`src/rtl/adder_pkg.sv`:
```
// Shared widths, limits and the stage-1 pipeline record for the two-stage
// sign/magnitude adder. Optional left normalization: ADDER_NORMALIZE_EN.
package adder_pkg;

   localparam int EXP_W = 6;
   localparam int MAN_W = 12;
   localparam logic [EXP_W-1:0] EXP_MAX = 6'd63;
   localparam logic [EXP_W-1:0] ALIGN_LIMIT = 6'd12;

   typedef struct packed {
      logic             sign;
      logic [EXP_W-1:0] exponent;
      logic [MAN_W-1:0] man_large;
      logic [MAN_W-1:0] man_small;
      logic             subtract;
   } stage1_t;

endpackage

```
`src/rtl/adder_align.sv`:
```
// Combinational right shifter that aligns the smaller mantissa; bits shifted
// out are dropped and shifts of ALIGN_LIMIT or more give zero.
module adder_align
   import adder_pkg::*;
(
   input  logic [MAN_W-1:0] i_mantissa,
   input  logic [EXP_W-1:0] i_shift,
   output logic [MAN_W-1:0] o_mantissa
);

   assign o_mantissa = (i_shift >= ALIGN_LIMIT) ? '0 : (i_mantissa >> i_shift);

endmodule

```
`src/rtl/adder.sv`:
```
// Two-stage sign/magnitude adder: stage 1 compares and aligns, stage 2 adds or
// subtracts and registers the result. ADDER_NORMALIZE_EN adds left normalization.
module adder
   import adder_pkg::*;
(
   input  logic             i_clock,
   input  logic             i_reset_n,
   input  logic             i_sign_a,
   input  logic             i_sign_b,
   input  logic [EXP_W-1:0] i_exponent_a,
   input  logic [EXP_W-1:0] i_exponent_b,
   input  logic [MAN_W-1:0] i_mantissa_a,
   input  logic [MAN_W-1:0] i_mantissa_b,
   output logic             o_sign_out,
   output logic [EXP_W-1:0] o_exponent_out,
   output logic [MAN_W-1:0] o_mantissa_out,
   output logic             o_cout
);

   logic             w_a_larger;
   logic [EXP_W-1:0] w_shift;
   logic [MAN_W-1:0] w_small_raw;
   logic [MAN_W-1:0] w_small_aligned;
   stage1_t          w_stage1_next;
   stage1_t          r_stage1;

   // Full tie (same exponent and mantissa) favours A.
   assign w_a_larger = (i_exponent_a > i_exponent_b) ||
                       ((i_exponent_a == i_exponent_b) && (i_mantissa_a >= i_mantissa_b));
   assign w_shift = w_a_larger ? (i_exponent_a - i_exponent_b) : (i_exponent_b - i_exponent_a);
   assign w_small_raw = w_a_larger ? i_mantissa_b : i_mantissa_a;

   adder_align u_align (
      .i_mantissa (w_small_raw),
      .i_shift    (w_shift),
      .o_mantissa (w_small_aligned)
   );

   always_comb begin
      w_stage1_next.sign      = w_a_larger ? i_sign_a : i_sign_b;
      w_stage1_next.exponent  = w_a_larger ? i_exponent_a : i_exponent_b;
      w_stage1_next.man_large = w_a_larger ? i_mantissa_a : i_mantissa_b;
      w_stage1_next.man_small = w_small_aligned;
      w_stage1_next.subtract  = i_sign_a ^ i_sign_b;
   end

   always_ff @(posedge i_clock or negedge i_reset_n) begin
      if (!i_reset_n) begin
         r_stage1 <= '0;
      end else begin
         r_stage1 <= w_stage1_next;
      end
   end

   logic [MAN_W:0]   w_sum;
   logic [MAN_W-1:0] w_diff;
   logic             w_res_sign;
   logic [EXP_W-1:0] w_res_exp;
   logic [MAN_W-1:0] w_res_man;
   logic             w_res_cout;
   logic [EXP_W-1:0] w_fin_exp;
   logic [MAN_W-1:0] w_fin_man;

   assign w_sum  = {1'b0, r_stage1.man_large} + {1'b0, r_stage1.man_small};
   // Larger-by-exponent can hold a smaller mantissa; the difference wraps modulo 2^12.
   assign w_diff = r_stage1.man_large - r_stage1.man_small;

   always_comb begin
      w_res_sign = r_stage1.sign;
      w_res_exp  = r_stage1.exponent;
      w_res_man  = w_sum[MAN_W-1:0];
      w_res_cout = 1'b0;
      if (r_stage1.subtract) begin
         w_res_man = w_diff;
         if (w_diff == '0) begin
            w_res_sign = 1'b0;
         end
      end else if (w_sum[MAN_W]) begin
         w_res_cout = 1'b1;
         if (r_stage1.exponent == EXP_MAX) begin
            w_res_man = '1;
         end else begin
            w_res_man = w_sum[MAN_W:1];
            w_res_exp = r_stage1.exponent + 6'd1;
         end
      end
   end

`ifdef ADDER_NORMALIZE_EN
   always_comb begin
      w_fin_exp = w_res_exp;
      w_fin_man = w_res_man;
      for (int i = 0; i < MAN_W; i++) begin
         if ((w_fin_man != '0) && !w_fin_man[MAN_W-1] && (w_fin_exp != '0)) begin
            w_fin_man = w_fin_man << 1;
            w_fin_exp = w_fin_exp - 6'd1;
         end
      end
   end
`else
   assign w_fin_exp = w_res_exp;
   assign w_fin_man = w_res_man;
`endif

   logic             r_sign_out;
   logic [EXP_W-1:0] r_exponent_out;
   logic [MAN_W-1:0] r_mantissa_out;
   logic             r_cout;

   always_ff @(posedge i_clock or negedge i_reset_n) begin
      if (!i_reset_n) begin
         r_sign_out     <= 1'b0;
         r_exponent_out <= '0;
         r_mantissa_out <= '0;
         r_cout         <= 1'b0;
      end else begin
         r_sign_out     <= w_res_sign;
         r_exponent_out <= w_fin_exp;
         r_mantissa_out <= w_fin_man;
         r_cout         <= w_res_cout;
      end
   end

   assign o_sign_out     = r_sign_out;
   assign o_exponent_out = r_exponent_out;
   assign o_mantissa_out = r_mantissa_out;
   assign o_cout         = r_cout;

endmodule

```
`config.mk`:
```
export PLATFORM = sky130hd
export DESIGN_NAME = adder
export DESIGN_NICKNAME = d
export VERILOG_FILES = /design/src/rtl/adder_pkg.sv /design/src/rtl/adder_align.sv /design/src/rtl/adder.sv
export SDC_FILE = /design/constraint.sdc
export NUM_CORES = 1
export LEC_CHECK = 0
export CAP_MARGIN = 20
export CORE_AREA = 2 2 93 95
export DETAILED_ROUTE_END_ITERATION = 10
export DIE_AREA = 0 0 95 97
export PLACE_DENSITY_LB_ADDON = 0.15
export SLEW_MARGIN = 15
export SYNTH_ARGS = -nofsm -noshare
export SYNTH_HDL_FRONTEND = slang
export SYNTH_SLANG_ARGS = --single-unit
export TNS_END_PERCENT = 50
```
`constraint.sdc`:
```
create_clock -name i_clock -period 3.6 [get_ports i_clock]
set_input_delay 0.36 -clock i_clock [delete_from_list [all_inputs] [get_ports i_clock]]
set_output_delay 0.36 -clock i_clock [all_outputs]
set_load 0.1 [all_outputs]
```
---- Yosys cells after proc, flatten, opt, wreduce, memory -nomap -nowiden ----
Cells that the tools add are included.
operators by class
  $add $sub $neg .......................... 5
  $lt $le $gt $ge ......................... 3
  eq/ne operators ......................... 2
  shift-type cells ........................ 1
  muxes and demuxes ....................... 16
  bitwise gates (word level) .............. 1
  reduce and logical (&&, ||, !) cells .... 3
operator list
  kind                 count
  $mux 12              5
  $mux 6               5
  $add 12x12->13       1
  $ge 12x12->1         1
  $logic_not 12->1     1
  $shr 12x6->12        1
  $sub 12x12->12       1
  $sub 6x6->6          2
  $mux 11              1
  $add 6x1->6 const B  1
  $eq 6x6->1           1
  $eq 6x6->1 const B   1
  $ge 6x4->1 const B   1
  $gt 6x6->1           1
  $mux 1               5
  $logic_and 1x1->1    1
  $logic_or 1x1->1     1
  $xor 1x1->1          1
storage, ports and cells
  bits in registers ....................... 52
  output and inout port bits .............. 20

---- Logic depth before layout (Yosys ltp) ----
  depth after elaboration ................. 6
  mapped depth ............................ 14
  gate-level depth less buffers ........... 12

---- Hierarchy ----
A second synthesis with hierarchy kept.
unflattened totals
  cell total of the unflattened synthesis .. 534
  area, all modules ....................... 4957.3 um2
modules (own cells, without submodules)
  module       instances  cells an instance  area each (um2)  seq. area each (um2)
  adder        1          473                4436.8           1301.2
  adder_align  1          61                 520.5            0.0

---- Least setup slack after synthesis ----
Ideal clock, no wire load.
  kind .................................... input to register
  start ................................... input port i_exponent_a[0]
  end ..................................... register r_stage1[8] in the netlist's numbering
  library setup time ...................... 0.075 ns
  data arrival time ....................... 2.837 ns
  data required time ...................... 3.525 ns
  setup slack ............................. 0.688 ns
  stages on the path ...................... 11
  buffers on the path ..................... 0
  path through ............................ inv_1 > ha_1 > fa_1 > a31oi_1 > o22ai_1 > a21oi_4 > mux2i_4 > xor2_2 > or3_4 > or2_1 > a21oi_2
between the ends
  longest elaborated chain between the ends .. 6
  elaborated cells on any way between the ends .. 11
  classes of those cells .................. add/sub: 2; order compare: 2; eq/ne: 1; shift: 1; mux: 3; reduce/logical: 2
RTL lines
  item                                                                RTL line           RTL
  start, declared                                                     adder.sv:10        input logic [EXP_W-1:0] i_exponent_a,
  parallel branches: the longest is 5 deep, another holds $gt 6x6->1  -
  $mux 12 (*)                                                         adder_align.sv:11  assign o_mantissa = (i_shift >= ALIGN_LIMIT) ? '0 : (i_mantissa >> i_shift);
  via u_align.o_mantissa[7]                                           adder_align.sv:8   output logic [MAN_W-1:0] o_mantissa
  end signal, assigned                                                adder.sv:51        r_stage1 <= w_stage1_next;
  end, declared                                                       adder.sv:25        stage1_t r_stage1;
Mark *: on every way through the listed nets, which the timed path passes.

---- Worst setup path in the final report ----
  start ................................... input port i_exponent_a[4]
  end ..................................... register r_stage1[3] in the netlist's numbering
The elaborated chain is that of the path after synthesis.

==> impl_metrics.tcl <==
set metrics [dict create \
    detailroute.via_count 4157 \
    power_density_mw_per_mm2 512 \
    post_layout_nonfiller_instances 734 \
    route.detailed.drc 0 \
    first_global_vias 4029 \
    cts_post_setup_buffers_inserted 0 \
    first_pass_grt_wire_length_um 18200 \
    crit_path_max_fanout 10 \
    worstSetupStartpointType "input pin" \
    layout.cells.most_common_list "sky130_fd_sc_hd__clkdlybuf4s50_1 (58), sky130_fd_sc_hd__dfrtp_1 (52), sky130_fd_sc_hd__inv_1 (51), sky130_fd_sc_hd__o21ai_0 (48), sky130_fd_sc_hd__buf_4 (48)" \
    slew_headroom_pct 34.2 \
    setup_viol_count_final 0 \
    pin_count_of_the_biggest_net_entering_global_routing 53 \
    maxCapViolations 0 \
    ctsLongestPathBuffers 2 \
    hold_viol 0 \
    std_cell_rows 33 \
    routed_wl_um 11200 \
    clock_tree.htree_level_count 2 \
    power_uw 2860 \
    status "completed" \
    grt_use_total_pct 24.6 \
    drive_above_1_share_pct 12.1 \
    criticalPathCategory "in2reg" \
    tritoncts.num_buffers 5 \
    num_io_pins 60 \
    synth.yosys.seq_area_share_pct 28.9 \
    antenna-diode-count 0 \
    placement.cell_area_mm2 0.00548 \
    area_of_the_die_mm2 0.00922 \
    synthFlopType "sky130_fd_sc_hd__dfrtp_1" \
    peak_ir_drop_on_the_vdd_network_mv 0.237 \
    cts_resized 0 \
    dp_cells 726 \
    number_of_nets_still_failing_antenna_checks_after_routing 0 \
    synthesis.nets 628 \
    chipHeight_um 97 \
    core_footprint_mm2 0.00813 \
    worstMarginPinSlew_ns 0.985 \
    arrival_ns 3.48 \
    post_synth.cell_area_avg_um2 8.37 \
    wire_per_inst_um 15.2 \
    clock_sinks 52 \
    first_pass_drt_iterations 4 \
    hp-class "in2async" \
    final_area_mm2 0.00558 \
    postSynth.asyncResetShare_pct 100 \
    synth_warnings 0 \
    antenna_found_initial 0 \
    skew_ns 0.00780 \
    die_w_um 95 \
    net_total_in_the_final_layout 719 \
    fmax_mhz 306 \
    area_growth_syn_to_layout_pct 24.0 \
    synth_enable_flop_cells 0 \
    cts-hold-fix-buffers 0 \
    endpoint_class_of_the_critical_path "flop" \
    cts_root_buf "sky130_fd_sc_hd__clkbuf_8" \
    dp.final_hpwl_um 9350 \
    cp.required_ns 3.81 \
    fin_crit_share_pct 90.8 \
    viasPerCell 5.66 \
    floorplan.initialDensity_pct 55.3 \
    timing.final.max_slew_violations 0 \
    clk_transition_reported_paths_ns 0.09 \
    insertion_delay_ns 0.31 \
    synth.ff_latch_count 52 \
    rsz_0062_raised_after_global_routing "no" \
    cts_tree "done" \
    gp_routability_congestion 0.977 \
    synth.lib_cells_used.distinct 65 \
    leakagePower_uw 0.00255 \
    initialDrtViolationCount 190 \
    most_common_library_cell_in_the_layout_ignoring_fill_and_taps "sky130_fd_sc_hd__clkdlybuf4s50_1" \
    synth_cells 537 \
    placement.io_buffers 59 \
    final.min_clock_period_ns 3.27 \
    setup_tns_ns 0 \
    mappedNetlistArea_mm2 0.00450 \
    grt_remaining_overflow 0 \
]
==> worst paths after layout <==
path | slack, ns | depth (start not counted) | start | endpoint
worst max-delay path | 0.33 | 15 | i_exponent_a[4] | r_stage1[3]
worst max register to register | 0.40 | 11 | r_stage1[2] | o_exponent_out[3]
min in group i_clock | 0.50 | 1 | r_stage1[25] | o_exponent_out[0]
max in group asynchronous | 3.06 | 2 | i_reset_n | r_stage1[22]
worst min-delay path | 0.14 | 2 | i_reset_n | o_exponent_out[3]
worst min register to register | 0.50 | 1 | r_stage1[25] | o_exponent_out[0]
==> state kept, by name (all words and copies together) (netlist names) <==
name,cells
r_stage1,32
o_mantissa_out,12
o_exponent_out,6
o_cout,1
o_sign_out,1
==> kinds of logic (layout without fill, tap and decap cells) <==
family,count (synthesis),count (layout),share of synthesized area (%)
flops,52,52,28.9
simple gates,159,159,17.1
fa+ha+maj,51,51,14.9
mux,19,19,4.92
compound gates,158,158,22.7
xor+xnor,24,24,5.01
buf+inv,74,166,6.51
==> critical path, stage by stage <==
cell	delay, ns
sky130_fd_sc_hd__clkdlybuf4s50_1	0.50
sky130_fd_sc_hd__inv_1	0.05
sky130_fd_sc_hd__ha_1	0.30
sky130_fd_sc_hd__buf_4	0.16
sky130_fd_sc_hd__a21o_1	0.18
sky130_fd_sc_hd__or2_2	0.31
sky130_fd_sc_hd__o22ai_2	0.18
sky130_fd_sc_hd__buf_4	0.17
sky130_fd_sc_hd__buf_4	0.18
sky130_fd_sc_hd__nor3_1	0.07
sky130_fd_sc_hd__o22ai_1	0.16
sky130_fd_sc_hd__o221ai_1	0.17
sky130_fd_sc_hd__nor3_1	0.32
sky130_fd_sc_hd__a31oi_1	0.15
sky130_fd_sc_hd__a311oi_1	0.22
==> cell type report <==
type	instances	area (um2)
Multi-Input combinational cell	411	2910
Fill cell	706	2560
Sequential cell	52	1300
Timing Repair Buffer	107	946
Inverter	51	191
Tap cell	105	131
Clock buffer	6	82.6
Clock inverter	2	13.8
==> metrics by stage <==
step / setup slack (ns) / hold slack (ns) / util [%]
3_5_place_dp: 0.0334 / 0.492 / 67.4
4_1_cts: 0.345 / 0.166 / 68.5
5_1_grt: 0.0807 / 0.192 / 68.5
6_report: 0.332 / 0.136 / 68.5
3_3_place_gp: 0.112 / 0.481 / 67.4
2_1_floorplan: 0.688 / 0.0644 / -
==> power breakdown <==
part | internal (uW) | switching (uW) | total [uW]
Combinational | 587 | 1160 | 1750
Clock | 157 | 194 | 352
Sequential | 701 | 59.2 | 760
Total | 1450 | 1410 | 2860
==> cells in the mapped netlist (4+ instances only) <==
master | instances | area share (%)
sky130_fd_sc_hd__nor2_1 | 36 | 3.0
sky130_fd_sc_hd__inv_1 | 51 | 4.3
sky130_fd_sc_hd__xnor2_1 | 12 | 2.3
sky130_fd_sc_hd__o21a_1 | 5 | 0.83
sky130_fd_sc_hd__nand2b_1 | 4 | 0.56
sky130_fd_sc_hd__mux2i_1 | 12 | 2.7
sky130_fd_sc_hd__nor2b_1 | 8 | 1.1
sky130_fd_sc_hd__nor3_1 | 19 | 2.1
sky130_fd_sc_hd__a21o_1 | 4 | 0.67
sky130_fd_sc_hd__xor2_1 | 10 | 1.9
sky130_fd_sc_hd__buf_2 | 6 | 0.67
sky130_fd_sc_hd__o21bai_1 | 6 | 1.0
sky130_fd_sc_hd__nand4_1 | 5 | 0.70
sky130_fd_sc_hd__and3_1 | 11 | 1.5
sky130_fd_sc_hd__o31ai_1 | 4 | 0.67
sky130_fd_sc_hd__a31oi_1 | 7 | 0.97
sky130_fd_sc_hd__mux2_2 | 5 | 1.3
sky130_fd_sc_hd__clkbuf_1 | 15 | 1.3
sky130_fd_sc_hd__fa_1 | 4 | 1.8
sky130_fd_sc_hd__a21oi_1 | 38 | 4.2
sky130_fd_sc_hd__o21ai_0 | 48 | 5.3
sky130_fd_sc_hd__dfrtp_1 | 52 | 29
sky130_fd_sc_hd__ha_1 | 47 | 13
sky130_fd_sc_hd__o22ai_1 | 9 | 1.3
sky130_fd_sc_hd__o32a_1 | 4 | 0.89
sky130_fd_sc_hd__nand2_1 | 45 | 3.8
sky130_fd_sc_hd__nand3_1 | 17 | 1.9
==> per-layer routing <==
layer  share of wire, %  up-vias  wire length (um)  track usage [%]
met4                3.0        0               336             9.36
met2                 50      140              5630             44.6
met3                3.8       21               421             2.18
met5                  0        -                 0                0
li1                   -     2089                 -                -
met1                 43     1907              4780             29.7
Note: power is estimated with default switching activity, not from simulation.
